`src/rtl/data_a_pkg.sv`:
```
// Shared types and constants for the data_a input-conditioning path.
//   debounce_state_t : debounce FSM states (levels idle / checking a change)
//   DEBOUNCE_DEFAULT : default number of stable samples needed to commit a level
package data_a_pkg;

    typedef enum logic [1:0] {
        IDLE_LO  = 2'd0,
        CHECK_HI = 2'd1,
        IDLE_HI  = 2'd2,
        CHECK_LO = 2'd3
    } debounce_state_t;

    localparam int DEBOUNCE_DEFAULT = 16;

endpackage

```
`src/rtl/data_a_sync.sv`:
```
// Multi-flop synchroniser for an asynchronous level into the i_clk domain.
// Plain shift chain with nothing between stages, so any async input of the
// consumer can reuse it.
//   i_clk   : destination clock, rising edge
//   i_rst_n : asynchronous active-low reset, clears every stage
//   i_d     : asynchronous input level
//   o_q     : synchronised level (last stage)
module data_a_sync #(
    parameter int SYNC_STAGES = 2
) (
    input  logic i_clk,
    input  logic i_rst_n,
    input  logic i_d,
    output logic o_q
);

    logic [SYNC_STAGES-1:0] sync_q;
    logic [SYNC_STAGES-1:0] sync_d;

    assign sync_d = {sync_q[SYNC_STAGES-2:0], i_d};

    always_ff @(posedge i_clk or negedge i_rst_n) begin
        if (!i_rst_n) sync_q <= '0;
        else          sync_q <= sync_d;
    end

    assign o_q = sync_q[SYNC_STAGES-1];

endmodule

```
`src/rtl/data_a_debounce.sv`:
```
// Front-end conditioner for the consumer's i_data_a input: synchronises a raw
// async level, debounces it with a stability counter and emits a clean level
// plus single-cycle rise / fall / glitch pulses.
//   i_clk      : system clock, rising edge
//   i_rst_n    : asynchronous active-low reset
//   i_en       : debounce enable; low holds o_data_a and drops any pending check
//   i_data_raw : asynchronous raw level
//   o_data_a   : debounced level (registered)
//   o_rise     : one-cycle pulse on a committed 0->1
//   o_fall     : one-cycle pulse on a committed 1->0
//   o_glitch   : one-cycle pulse when a pending change is abandoned
module data_a_debounce
    import data_a_pkg::*;
#(
    parameter int SYNC_STAGES     = 2,
    parameter int DEBOUNCE_CYCLES = DEBOUNCE_DEFAULT
) (
    input  logic i_clk,
    input  logic i_rst_n,
    input  logic i_en,
    input  logic i_data_raw,
    output logic o_data_a,
    output logic o_rise,
    output logic o_fall,
    output logic o_glitch
);

    localparam int                   CNT_WIDTH = $clog2(DEBOUNCE_CYCLES);
    localparam logic [CNT_WIDTH-1:0] CNT_MAX   = CNT_WIDTH'(DEBOUNCE_CYCLES - 1);
    localparam logic [CNT_WIDTH-1:0] CNT_ONE   = CNT_WIDTH'(1);

    logic s;

    debounce_state_t      state_q, state_d;
    logic [CNT_WIDTH-1:0] cnt_q, cnt_d;
    logic                 data_q, data_d;
    logic                 rise_q, rise_d;
    logic                 fall_q, fall_d;
    logic                 glitch_q, glitch_d;

    data_a_sync #(
        .SYNC_STAGES(SYNC_STAGES)
    ) u_sync (
        .i_clk  (i_clk),
        .i_rst_n(i_rst_n),
        .i_d    (i_data_raw),
        .o_q    (s)
    );

    // The IDLE edge that first sees the new level counts as sample 1, so a
    // commit happens when the CHECK state sees its (DEBOUNCE_CYCLES)th sample.
    // A commit always lands in IDLE, which keeps pulses from ever being
    // back-to-back.
    always_comb begin
        state_d  = state_q;
        cnt_d    = cnt_q;
        data_d   = data_q;
        rise_d   = 1'b0;
        fall_d   = 1'b0;
        glitch_d = 1'b0;
        case (state_q)
            IDLE_LO: begin
                if (i_en && s) begin
                    state_d = CHECK_HI;
                    cnt_d   = CNT_ONE;
                end else begin
                    cnt_d   = '0;
                end
            end
            CHECK_HI: begin
                if (!i_en) begin
                    state_d = IDLE_LO;
                    cnt_d   = '0;
                end else if (!s) begin
                    state_d  = IDLE_LO;
                    cnt_d    = '0;
                    glitch_d = 1'b1;
                end else if (cnt_q == CNT_MAX) begin
                    state_d = IDLE_HI;
                    cnt_d   = '0;
                    data_d  = 1'b1;
                    rise_d  = 1'b1;
                end else begin
                    cnt_d   = cnt_q + CNT_ONE;
                end
            end
            IDLE_HI: begin
                if (i_en && !s) begin
                    state_d = CHECK_LO;
                    cnt_d   = CNT_ONE;
                end else begin
                    cnt_d   = '0;
                end
            end
            CHECK_LO: begin
                if (!i_en) begin
                    state_d = IDLE_HI;
                    cnt_d   = '0;
                end else if (s) begin
                    state_d  = IDLE_HI;
                    cnt_d    = '0;
                    glitch_d = 1'b1;
                end else if (cnt_q == CNT_MAX) begin
                    state_d = IDLE_LO;
                    cnt_d   = '0;
                    data_d  = 1'b0;
                    fall_d  = 1'b1;
                end else begin
                    cnt_d   = cnt_q + CNT_ONE;
                end
            end
            default: begin
                state_d = IDLE_LO;
                cnt_d   = '0;
                data_d  = 1'b0;
            end
        endcase
    end

    always_ff @(posedge i_clk or negedge i_rst_n) begin
        if (!i_rst_n) begin
            state_q  <= IDLE_LO;
            cnt_q    <= '0;
            data_q   <= 1'b0;
            rise_q   <= 1'b0;
            fall_q   <= 1'b0;
            glitch_q <= 1'b0;
        end else begin
            state_q  <= state_d;
            cnt_q    <= cnt_d;
            data_q   <= data_d;
            rise_q   <= rise_d;
            fall_q   <= fall_d;
            glitch_q <= glitch_d;
        end
    end

    assign o_data_a = data_q;
    assign o_rise   = rise_q;
    assign o_fall   = fall_q;
    assign o_glitch = glitch_q;

endmodule

```
`config.mk`:
```
export PLATFORM = sky130hd
export DESIGN_NAME = data_a_debounce
export DESIGN_NICKNAME = d
export VERILOG_FILES = /design/src/rtl/data_a_pkg.sv /design/src/rtl/data_a_sync.sv /design/src/rtl/data_a_debounce.sv
export SDC_FILE = /design/constraint.sdc
export NUM_CORES = 1
export LEC_CHECK = 0
export CAP_MARGIN = 20
export CORE_MARGIN = 3
export CORE_UTILIZATION = 32
export CTS_CLUSTER_SIZE = 28
export DETAILED_ROUTE_END_ITERATION = 16
export GPL_TIMING_DRIVEN = 0
export PLACE_DENSITY = 0.55
export SETUP_SLACK_MARGIN = 0.5
export SLEW_MARGIN = 40
export SYNTH_ARGS = -nofsm -noshare
export SYNTH_HDL_FRONTEND = slang
export SYNTH_SLANG_ARGS = --single-unit
```
`constraint.sdc`:
```
create_clock -name i_clk -period 3.65 [get_ports i_clk]
set_input_delay 1.095 -clock i_clk [delete_from_list [all_inputs] [get_ports i_clk]]
set_output_delay 1.095 -clock i_clk [all_outputs]
set_load 0.1 [all_outputs]
```
==> flow_summary.toml <==
[timing]
hold-worst-slack_ps = 353
timing.slew.headroom = 0.631
setup_tns_ps = 0
worstMarginPinSlew_ps = 552
finClkSkew_ps = 2.29
rsz0062_at_grt = "false"
drv_slew = 0
final-setup-viol-count = 0
timing_hold_violations_final = 0
fin_crit_sh = 0.597
fmax_mhz = 459
period_minus_slack_ps = 2180

[logic_synthesis]
synth_seq_cells = 12
synth.distinct_cells = 22
synth-edff-count = 0
synthArstFlopShare = 1.00
netlist_area_um2 = 544
seq_area_frac_synth = 0.552
syn_area_per_cell_um2 = 11.8
syn_nets = 52
synth_warnings = 0
syn_inst = 46
synth_flop_cell = "dfrtp_1"

[pwr]
vdd_drop_max_mv = 0.254
p_leak_nw = 0.289
power_density_mw_per_mm2 = 446

[worst_setup_path]
r2r_start = "u_sync.sync_q[1]"
r2r_cells = 4
slowest_delay_ps = 430
cp_num_buf_inv = 1
crit_family = "buffers and inverters"
critPathLaunchType = "flip-flop"
cp-end-kind = "primary output"
slowest_stage = "buf_2"
ff2ff_setup_slack_ps = 2180
critical_path_arrival_ps = 1080
worstPathRequired_ps = 2550
cp_max_fo = 3
critical_path.cell_chain = "buf_2"
path_class = "flip-flop to primary output"
rr_endpoint = "state_q[0]"

[place]
gp_congestion = 0.729
placed_cell_area_um2 = 614
port-buffer-count = 7
placedCellCount = 69
hpwl_um = 676

[clocking]
cts_buffer_depth = 2
numCtsBuffers = 3
cts_resized = 0
cts_tree = "built"
post_cts_buffers = 0
clkTransAtPathRegs_ps = 80
clk-insertion-delay-late_ps = 270
ctsHtreeMaxLevel = 1
clockRootBuffer = "clkbuf_4"
clkSinkCount = 12
hold_buffers = 0

[floorplanning]
rows = 14
die_area_mm2 = 0.00223
fp.dieH_um = 47.2
start_util = 0.349
core_area_mm2 = 0.00156
fp.dieW_um = 47.2
ios = 8

[route]
drt-vias-per-instance = 5.15
ant_nets = 0
drt_wl_total_um = 925
drc = 0
drt_iter0_drc = 11
drt-pass1-iter-count = 4
wl_per_cell_um = 12.7
vias = 376

[finish]
nFillCells = 141
drive_above_1_share = 0.228
diodes = 0
final_area_um2 = 651
utilization = 0.417
stdcell_count = 73
nets = 64
synthToLayoutAreaGrowth_pct = 19.5

[global_routing]
grt_pass1_vias = 359
antenna_found_initial = 0
grt_max_degree = 13
grt.overflow.total = 0
grt_usage = 0.109
grt_pass1_wl_mm = 1.57

[hold_path]
worstHoldPathCells = 0
hp-start = "u_sync.sync_q[0]"
holdPathEnd = "u_sync.sync_q[1]"
hold_class = "flip-flop to flip-flop"

[status]
status = "completed"

[run]
max_cap_viol_count = 0
-- state kept, by name, summed over array words and instances (netlist names) --
signal and flops:
o_glitch 1, state_q 2, o_data_a 1, o_fall 1, o_rise 1, u_sync.sync_q 2
cnt_q 4
-- worst max path at each step --
stage	start	to	slack, ps	depth (start not counted)
6_report	o_data_a	o_data_a	1470	1
4_1_cts	o_data_a	o_data_a	1470	1
3_3_place_gp	o_data_a	o_data_a	1070	1
3_5_place_dp	i_en	o_data_a	1290	4
2_1_floorplan	o_data_a	o_data_a	1640	0
5_1_grt	o_data_a	o_data_a	1430	1
-- power by group --
group,internal [W],switching (W)
registers,0.000141,0.0000114
logic,0.0000131,0.0000193
clock network,0.0000606,0.0000455
-- cell usage after synthesis, types with 2 or more instances --
cell type	count	area share
a2111oi_2	2	0.055
a21oi_1	3	0.028
and3_1	3	0.034
dfrtp_1	12	0.55
ha_1	2	0.046
inv_1	4	0.028
nand2_1	3	0.021
nor2_1	2	0.014
nor3_1	2	0.018
-- kinds of logic (layout without fill, tap and decap cells) --
group | count (synthesis) | in the layout | synth area share
flops | 12 | 12 | 0.552
fa+ha+maj | 2 | 2 | 0.0460
buf+inv | 4 | 15 | 0.0276
xor+xnor | 2 | 2 | 0.0322
compound gates | 10 | 10 | 0.152
simple gates | 16 | 16 | 0.191
-- per-stage QoR --
| step | total power [W] | setup WS, ps |
|---|---|---|
| finish | 0.000290 | 1470 |
| global route | 0.000309 | 1430 |
| CTS | 0.000295 | 1470 |
| detailed placement | 0.000187 | 1290 |
| global placement | 0.000188 | 1070 |
| floorplan | 0.000175 | 1640 |
-- per-layer routing --
layer / routed length, um / part of all wire / track usage / vias to the layer above
met2: 405 / 0.44 / 0.150 / 9
met5: 0 / 0 / 0 / -
li1: - / - / - / 187
met1: 434 / 0.47 / 0.125 / 178
met4: 19 / 0.021 / 0.0829 / 0
met3: 66 / 0.071 / 0.0575 / 2
-- final cells by class --
type	count	area, um^2	area share
inverter	4	15.0	0.0231
tap	16	20.0	0.0308
sequential	12	300	0.462
clock buffer	4	36.3	0.0558
timing repair buffer	7	50.0	0.0769
multi-input combinational	30	229	0.352
-- cells in the final DEF, fill, tap and decap left out, types with 2 or more instances in the layout --
cell type,Yosys,final
a2111oi_2,2,2
a21oi_1,3,3
and3_1,3,3
buf_2,0,4
clkbuf_4,0,3
clkdlybuf4s50_1,0,3
dfrtp_1,12,12
ha_1,2,2
inv_1,4,4
nand2_1,3,3
nor2_1,2,2
nor3_1,2,2
No activity file was read; power rests on OpenSTA's default activity.
